**src/rtl/pcie_ts_pkg.sv**
```systemverilog
// Shared types and address helpers for the PCIe TS read-request scheduler.
package pcie_ts_pkg;

    typedef enum logic [2:0] {
        ST_IDLE,
        ST_WAIT,
        ST_ISSUE0,
        ST_ISSUE1,
        ST_GAP
    } sched_state_t;

    localparam int          LINE_BYTES  = 64;
    localparam logic [31:0] BANK_STRIDE = 32'h20000;

    function automatic logic [31:0] line_addr(input logic        bank,
                                              input logic [31:0] line);
        return (bank ? BANK_STRIDE : 32'h0) + line * 32'(LINE_BYTES);
    endfunction

endpackage

```
**src/rtl/pcie_credit_cnt.sv**
```systemverilog
// Saturating line-credit counter: +1 per committed line, -2 per issued burst.
module pcie_credit_cnt #(
    parameter int WIDTH = 16
) (
    input  logic             clk,
    input  logic             rst_n,
    input  logic             inc,
    input  logic             dec,
    output logic [WIDTH-1:0] count
);

    logic [WIDTH-1:0] count_nxt;

    always_comb begin
        count_nxt = count;
        case ({inc, dec})
            2'b10: begin
                if (count != '1)
                    count_nxt = count + WIDTH'(1);
            end
            2'b01: begin
                if (count >= WIDTH'(2))
                    count_nxt = count - WIDTH'(2);
                else
                    count_nxt = '0;
            end
            2'b11: begin
                if (count != '0)
                    count_nxt = count - WIDTH'(1);
            end
            default: count_nxt = count;
        endcase
    end

    always_ff @(posedge clk or negedge rst_n) begin
        if (!rst_n)
            count <= '0;
        else
            count <= count_nxt;
    end

endmodule

```
**src/rtl/pcie_ts_rd_sched.sv**
```systemverilog
// Ping-pong read-address scheduler for the TS read buffer.
// Optional counters: define PCIE_TS_RD_SCHED_STATS_EN.
module pcie_ts_rd_sched
    import pcie_ts_pkg::*;
#(
    parameter int BANK_LINES = 2048,
    parameter int CREDIT_W   = 16,
    parameter int BURST_GAP  = 2
) (
    input  logic                clk_pcie,
    input  logic                rst_pcie_n,
    input  logic                dma_write_start,
    input  logic                dma_write_end,
    input  logic                ts_line_valid,
    input  logic                dma_rdata_busy,
    output logic                dma_raddr_en,
    output logic [31:0]         dma_raddr,
    output logic                sched_active,
    output logic                sched_done,
    output logic [CREDIT_W-1:0] credit_cnt
`ifdef PCIE_TS_RD_SCHED_STATS_EN
    ,
    output logic [31:0]         stat_bursts,
    output logic [31:0]         stat_stalls
`endif
);

    localparam int LINE_W = $clog2(BANK_LINES);
    localparam int GAP_W  = (BURST_GAP > 1) ? $clog2(BURST_GAP) : 1;

    sched_state_t      state, state_nxt;
    logic              end_pend, end_pend_nxt;
    logic              restart_pend, restart_nxt;
    logic              ptr_bank, ptr_bank_nxt;
    logic [LINE_W-1:0] ptr_line, ptr_line_nxt;
    logic [GAP_W-1:0]  gap_cnt, gap_cnt_nxt;
    logic              credit_ok;
    logic              issue_dec;

    assign credit_ok = credit_cnt >= CREDIT_W'(2);
    assign issue_dec = (state == ST_WAIT) && (state_nxt == ST_ISSUE0);

    pcie_credit_cnt #(
        .WIDTH (CREDIT_W)
    ) u_credit (
        .clk   (clk_pcie),
        .rst_n (rst_pcie_n),
        .inc   (ts_line_valid),
        .dec   (issue_dec),
        .count (credit_cnt)
    );

    always_comb begin
        state_nxt    = state;
        end_pend_nxt = end_pend;
        restart_nxt  = restart_pend;
        ptr_bank_nxt = ptr_bank;
        ptr_line_nxt = ptr_line;
        gap_cnt_nxt  = gap_cnt;
        unique case (state)
            ST_IDLE: begin
                ptr_bank_nxt = 1'b0;
                ptr_line_nxt = '0;
                restart_nxt  = 1'b0;
                end_pend_nxt = dma_write_start && dma_write_end;
                if (dma_write_start)
                    state_nxt = ST_WAIT;
            end
            ST_WAIT: begin
                // A start seen while waiting takes effect on this very issue.
                if (dma_write_start) begin
                    ptr_bank_nxt = 1'b0;
                    ptr_line_nxt = '0;
                    restart_nxt  = 1'b0;
                end
                if (end_pend)
                    state_nxt = ST_IDLE;
                else if (credit_ok && !dma_rdata_busy)
                    state_nxt = ST_ISSUE0;
            end
            ST_ISSUE0: begin
                state_nxt = ST_ISSUE1;
            end
            ST_ISSUE1: begin
                if (ptr_line == LINE_W'(BANK_LINES - 2)) begin
                    ptr_line_nxt = '0;
                    ptr_bank_nxt = ~ptr_bank;
                end else begin
                    ptr_line_nxt = ptr_line + LINE_W'(2);
                end
                gap_cnt_nxt = '0;
                state_nxt   = (BURST_GAP == 0) ? ST_WAIT : ST_GAP;
            end
            ST_GAP: begin
                if (gap_cnt == GAP_W'(BURST_GAP - 1))
                    state_nxt = ST_WAIT;
                else
                    gap_cnt_nxt = gap_cnt + GAP_W'(1);
            end
            default: state_nxt = ST_IDLE;
        endcase

        if (state != ST_IDLE && dma_write_end)
            end_pend_nxt = 1'b1;
        if (state inside {ST_ISSUE0, ST_ISSUE1, ST_GAP} && dma_write_start)
            restart_nxt = 1'b1;

        // Deferred restart lands once the in-flight burst is done.
        if (state_nxt == ST_WAIT && state inside {ST_ISSUE1, ST_GAP}
            && (restart_pend || dma_write_start)) begin
            ptr_bank_nxt = 1'b0;
            ptr_line_nxt = '0;
            restart_nxt  = 1'b0;
        end
    end

    always_ff @(posedge clk_pcie or negedge rst_pcie_n) begin
        if (!rst_pcie_n) begin
            state        <= ST_IDLE;
            end_pend     <= 1'b0;
            restart_pend <= 1'b0;
            ptr_bank     <= 1'b0;
            ptr_line     <= '0;
            gap_cnt      <= '0;
        end else begin
            state        <= state_nxt;
            end_pend     <= end_pend_nxt;
            restart_pend <= restart_nxt;
            ptr_bank     <= ptr_bank_nxt;
            ptr_line     <= ptr_line_nxt;
            gap_cnt      <= gap_cnt_nxt;
        end
    end

    always_ff @(posedge clk_pcie or negedge rst_pcie_n) begin
        if (!rst_pcie_n) begin
            dma_raddr_en <= 1'b0;
            dma_raddr    <= '0;
            sched_active <= 1'b0;
            sched_done   <= 1'b0;
        end else begin
            dma_raddr_en <= state_nxt inside {ST_ISSUE0, ST_ISSUE1};
            if (state_nxt == ST_ISSUE0)
                dma_raddr <= line_addr(ptr_bank_nxt, 32'(ptr_line_nxt));
            else if (state_nxt == ST_ISSUE1)
                dma_raddr <= line_addr(ptr_bank, 32'(ptr_line))
                             + 32'(LINE_BYTES);
            sched_active <= state_nxt != ST_IDLE;
            sched_done   <= (state == ST_WAIT) && end_pend;
        end
    end

`ifdef PCIE_TS_RD_SCHED_STATS_EN
    logic stall_now;

    assign stall_now = (state == ST_WAIT) && credit_ok && dma_rdata_busy;

    always_ff @(posedge clk_pcie or negedge rst_pcie_n) begin
        if (!rst_pcie_n) begin
            stat_bursts <= '0;
            stat_stalls <= '0;
        end else begin
            stat_bursts <= (dma_write_start ? 32'h0 : stat_bursts)
                           + 32'(issue_dec);
            stat_stalls <= (dma_write_start ? 32'h0 : stat_stalls)
                           + 32'(stall_now);
        end
    end
`endif

endmodule

```
**config.mk**
```make
export PLATFORM = sky130hd
export DESIGN_NAME = pcie_ts_rd_sched
export DESIGN_NICKNAME = d
export VERILOG_FILES = /design/src/rtl/pcie_ts_pkg.sv /design/src/rtl/pcie_credit_cnt.sv /design/src/rtl/pcie_ts_rd_sched.sv
export SDC_FILE = /design/constraint.sdc
export NUM_CORES = 1
export LEC_CHECK = 0
export ABC_AREA = 0
export BUFFER_PORTS_ARGS = -buffer_cell sky130_fd_sc_hd__clkbuf_2
export CAP_MARGIN = 20
export CELL_PAD_IN_SITES_DETAIL_PLACEMENT = 1
export CELL_PAD_IN_SITES_GLOBAL_PLACEMENT = 2
export CORE_ASPECT_RATIO = 0.8
export CORE_MARGIN = 4
export CORE_UTILIZATION = 34
export DETAILED_ROUTE_END_ITERATION = 12
export PLACE_DENSITY_LB_ADDON = 0.08
export SETUP_SLACK_MARGIN = 0.15
export SLEW_MARGIN = 25
export SYNTH_ARGS = -nofsm -noshare
export SYNTH_HDL_FRONTEND = slang
export SYNTH_SLANG_ARGS = --single-unit
```
**constraint.sdc**
```tcl
create_clock -name clk_pcie -period 3.3 [get_ports clk_pcie]
set_clock_uncertainty 0.2 [all_clocks]
set_input_delay 0.33 -clock clk_pcie [delete_from_list [all_inputs] [get_ports clk_pcie]]
set_output_delay 0.33 -clock clk_pcie [all_outputs]
set_load 0.01 [all_outputs]
```
# [After elaboration in Yosys (flattened, before gate mapping)]
# Index checks and enable logic that the tools add are counted.
[word_totals] mem_bits_ro=0 latchBits=0 memories=0 reg_bits=69 elab_cells=87 output_inout_bits=51 in_bits=6 ramBits=0
[op_classes] muxes=29 bitwise=1 n_shift=0 addsub=8 n_reduce_logical=22 magnitude_cmp=1 eq_ne=15 div_mod_pow=0 multipliers=0
[ops] op="$mux 32" n=2
[ops] op="$mux 16" n=3
[ops] op="$pmux 16 s3" n=1
[ops] op="$add 18x17->19" n=2
[ops] op="$mux 18" n=2
[ops] op="$mux 11" n=3
[ops] op="$pmux 11 s3" n=1
[ops] op="$add 19x7->20 const B" n=1
[ops] op="$add 16x1->16 const B" n=1
[ops] op="$ge 16x2->1 const B" n=1
[ops] op="$ne 16x16->1 const B" n=1
[ops] op="$reduce_bool 16->1" n=1
[ops] op="$sub 16x1->16 const B" n=1
[ops] op="$sub 16x2->16 const B" n=1
[ops] op="$pmux 3 s5" n=1
[ops] op="$eq 3x2->1 const B" n=4
[ops] op="$mux 3" n=4
[ops] op="$reduce_bool 3->1" n=4
[ops] op="$add 11x2->11 const B" n=1
[ops] op="$eq 11x11->1 const B" n=1
[ops] op="$mux 1" n=9
[ops] op="$logic_and 1x1->1" n=8
[ops] op="$eq 3x1->1 const B" n=2
[ops] op="$reduce_bool 2->1" n=3
[ops] op="other kinds (15)" n=18

# [Depth between registers and ports, before layout]
[depth] word_depth=12 depth_mapped=13 depth_no_buf=10

# [Modules after synthesis]
# Synthesis repeated with hierarchy kept, for this count alone.
[unflattened] hier_cells=467 hier_area_um2=3917.5
[by_module_without_submodules] mod="pcie_ts_rd_sched" cells_each=241 instances=1 seq_area_each_um2=850.8 area_each_um2=2260.9
[by_module_without_submodules] mod="pcie_credit_cnt" cells_each=226 instances=1 seq_area_each_um2=400.4 area_each_um2=1656.6

# [Worst setup path before layout]
# OpenSTA, ideal clock, no wires.
[synth_path] kind="register to register" from="reg u_credit.count[8]" to="reg u_credit.count[4]" setup_time_ns=0.080 t_arrival_ns=2.663 t_required_ns=3.020 stages_incl_launch_ff=14 n_path_buf=3 path_slack_ns=0.357 synth_period_minus_slack_ns=2.943 path_cell_list="dfrtp_1 > buf_2 > nor3_2 > nand4_2 > o21a_2 > buf_6 > nand2_1 > xnor2_1 > ha_1 > clkbuf_1 > and2_1 > or4_1 > o31ai_1 > xor2_1"
[synth_via] elab_chain_cells=10 word_cells_on_any_way=18 classes_between="order compare (1); eq/ne (7); mux (5); reduce/logical (5)"
[synth_lines] item="start: declaration" line="pcie_credit_cnt.sv:9" source="output logic [WIDTH-1:0] count"
[synth_lines] item="start signal: assignment" line="pcie_credit_cnt.sv:39" source="count <= count_nxt;"
[synth_lines] item="$ge 16x2->1" line="pcie_credit_cnt.sv:22, pcie_ts_rd_sched.sv:40"
[synth_lines] item="$logic_and 1x1->1" line="pcie_ts_rd_sched.sv:78" source="else if (credit_ok && !dma_rdata_busy)"
[synth_lines] item="$mux 3" line="pcie_ts_rd_sched.sv:78"
[synth_lines] item="$mux 3" line="pcie_ts_rd_sched.sv:76" source="if (end_pend)"
[synth_lines] item="$pmux 3 s5" line="pcie_ts_rd_sched.sv:60" source="unique case (state)"
[synth_lines] item="$eq 3x2->1" line="pcie_ts_rd_sched.sv:41" source="assign issue_dec = (state == ST_WAIT) && (state_nxt == ST_ISSUE0);"
[synth_lines] item="$logic_and 1x1->1" line="pcie_ts_rd_sched.sv:41"
[synth_lines] item="$eq 2x2->1 / $eq 2x1->1 (equally long branches)" line="pcie_credit_cnt.sv:16" source="case ({inc, dec})"
[synth_lines] item="$ne 2x1->1 (no source line) / $reduce_bool 3->1 (equally long branches)"
[synth_lines] item="$reduce_and 3->1 (no source line)"
# Parallel ways exist; a longest one is shown, timed or not.
# A chain may end at the register's enable or synchronous reset.

# [Final worst setup path]
[layout_path] from="reg u_credit.count[5]" to="reg u_credit.count[14]"
# Same word-level chain as after synthesis.

==> impl_metrics.toml <==
[logic_synthesis]
avgSynthCellArea_sq_um = 8.56
ys.warnings.count = 0
syn_inst = 390
ys_types = 72
yosysSeqAreaShare_pct = 37.5
synth_area_leaders = "dfrtp_1, nor2_1, buf_4"
synth.ff_latch_count = 50
synth_area_sq_um = 3340
postSynth.asyncResetShare_pct = 100
synth_flop_cell = "dfrtp_1"
synth-edff-count = 0
yosysTopAreaCellShare_pct = 37.5
synth_largest_area_cell = "dfrtp_1"

[die]
die_area_sq_um = 11500
initial_core_util_pct = 34.7
die_h_microns = 96.6
core_sq_um = 9610
fp.dieW_microns = 119
ios = 57
core.rowCount = 32

[setup_path]
path_class = "reg2reg"
cp_top_family = "simple AND/OR/NAND/NOR gates"
crit_path_start = "u_credit.count[5]"
worstPathArrival_ns = 2.92
path_cells = "nor3_4 -> nand4_2 -> o21a_2 -> nand2_1 -> xnor2_1 -> ha_2 -> nand3_1 -> o31ai_1 -> o311a_1 -> o21ai_0"
r2r-start = "u_credit.count[5]"
r2r_slack_ns = 0.36
startpoint_type = "register"
end_kind = "register"
crit_fanout = 10
r2r_end = "u_credit.count[14]"
cpMaxStageDelayCell = "dfrtp_1"
critPathBufInv = 0
worstPathRequired_ns = 3.27
slowest_delay_ns = 0.46
reg2regPathDepth = 10

[timing]
rsz0062_at_grt = "false"
setup_violations = 0
hold_viol = 0
whs_ns = 0.0956
relSlewSlack_pct = 60.8
drv_slew = 0
tns_ns = 0
fmax_ghz = 0.340
period_minus_slack_ns = 2.94
fin_crit_sh_pct = 89.2
worst_pin_slew_ns = 0.585

[worst_hold_path]
hold_start = "dma_write_end"
hp-class = "in2reg"
min_path_cells = 3
hold_end = "end_pend"

[placed_design]
dp_hpwl_mm = 7.78
place_area_sq_um = 3630
place_congestion = 0.790
io_buffers = 37

[power_and_ir_drop]
ir_worst_vdd_mv = 0.314
leakagePower_uw = 0.00168
powerDensity_nw_per_um2 = 804
p_total_uw = 3050

[final_layout]
seqCellArea_sq_um = 1250
areaGrowthSynthToFinish_pct = 13.4
final_nets = 445
drive_gt1_share_pct = 19.9
fillers = 1170
diodes = 0
multi_input_area_sq_um = 1860
final_cell_area_sq_um = 3790
utilization_pct = 39.4

[clock_tree]
clkTransAtPathRegs_ns = 0.07
insertion_delay_ns = 0.29
clk_path_buf_depth = 2
htree_levels = 2
cts_made_buffers = 5
clock_sinks = 50
post-cts-setup-buffers = 0
root_buffer = "clkbuf_16"
tritoncts = "yes"

[global_routing]
first_global_vias = 3065
grt_pass1_wl_mm = 16.9
overflow = 0
grt_usage_pct = 18.1
grt_max_degree = 34
antenna_found_initial = 0

[routing]
ant_nets = 0
drt-total-wl_mm = 10.2
firstDrtPassIters = 4
dr.first_iter.drc_count = 147
vias_per_cell = 5.53
drc_errors = 0
routedWlPerCell_microns = 18.5
dr_total_vias = 3054

[status]
outcome = "complete, no violations"

[job]
maxCapViolCount = 0
layout make-up:
| type | count | area share (%) |
|---|---|---|
| flip-flops and latches | 50 | 33.0 |
| inverters | 13 | 1.32 |
| clock buffers | 6 | 3.67 |
| well taps | 119 | 3.93 |
| repair buffers | 57 | 8.92 |
| multi-input cells | 307 | 49.1 |
layout by cell type, fill, tap and decap left out, drive strengths merged, types with 3 or more instances in the layout:
cell type  synthesis  routed
nor2              44      44
a211oi             4       4
a21o               5       5
o21ai             27      27
nor4b              3       3
and4               3       3
or3                4       4
ha                 5       5
a31oi              8       8
nor4               6       6
or2                5       5
nor3              12      12
xnor2             13      13
clkbuf             8      43
buf               30      19
xor2               4       4
and3               9       9
nand2             31      31
a21oi             27      27
dfrtp             50      50
nand2b             3       3
o31ai              8       8
inv               12      12
nand4              4       4
conb               1      19
o211ai             8       8
nand3             18      18
and2               4       4
Yosys cell counts (3+ instances only):
cell type,n
dfrtp_1,50
nor2_1,42
nand2_1,31
a21oi_1,27
o21ai_0,21
buf_4,19
nand3_1,18
xnor2_1,13
inv_1,11
and3_1,9
nor3_1,9
a31oi_1,8
buf_2,8
o211ai_1,8
o31ai_1,8
clkbuf_1,7
nor4_1,6
a21o_1,5
ha_1,5
o21ai_1,5
or2_2,5
a211oi_1,4
and2_1,4
xor2_1,4
buf_6,3
nand2b_1,3
nand4_1,3
layer usage:
metal | wire length [microns] | part of all wire (%) | vias to the layer above | GRT usage, %
met5 | 0 | 0 | - | 0
met4 | 103 | 1.0 | 0 | 3.38
met2 | 4020 | 39 | 77 | 24.4
li1 | - | - | 1468 | -
met1 | 5430 | 53 | 1499 | 29.5
met3 | 633 | 6.2 | 10 | 3.33
cells by family (layout without fill, tap and decap cells):
family | Yosys count | after routing | synth area share (%)
buffers and inverters | 51 | 76 | 8.92
DFF | 50 | 50 | 37.5
AOI/OAI and AO/OA | 108 | 108 | 21.4
other | 1 | 19 | 0.112
muxes | 1 | 1 | 0.300
adders and majority gates | 5 | 5 | 1.87
and+or+nand+nor | 157 | 157 | 25.5
xor gates and xnor gates | 17 | 17 | 4.46
per-stage QoR:
step	instances	setup slack, ns
after CTS	552	0.240
after detailed placement	545	0.246
after global routing	552	0.163
final	552	0.356
after floorplan	408	0.357
after global placement	545	0.416
power by group:
group	internal (uW)	total (uW)	switching [uW]	leakage (uW)
Combinational	576	1530	956	0.000953
Sequential	778	986	208	0.000654
Clock	294	527	233	0.0000688
flip-flops by register name, summed over array words and instances, names as in the netlist, 3 cells and up:
signal          cells
ptr_line           11
state               3
dma_raddr          13
u_credit.count     16
worst max-delay path by stage:
stage / end / cells after the start
3_5_place_dp: u_credit.count[14] / 10
5_1_grt: u_credit.count[14] / 10
6_report: u_credit.count[14] / 10
3_3_place_gp: u_credit.count[4] / 10
2_1_floorplan: u_credit.count[4] / 13
4_1_cts: u_credit.count[14] / 10
worst reg2reg max path, cell delays in order (launching register included):
cell	delay (ns)
dfrtp_1	0.46
nor3_4	0.31
nand4_2	0.23
o21a_2	0.27
nand2_1	0.07
xnor2_1	0.13
ha_2	0.32
nand3_1	0.24
o31ai_1	0.31
o311a_1	0.19
o21ai_0	0.08
what timing repair did:
action | in CTS | in global routing
gates resized for setup | 0 | 1
hold endpoints to repair | 17 | 0
hold buffers | 1 | 0
endpoints found under the setup margin | 0 | 5
No activity file was read; power rests on OpenSTA's default activity.
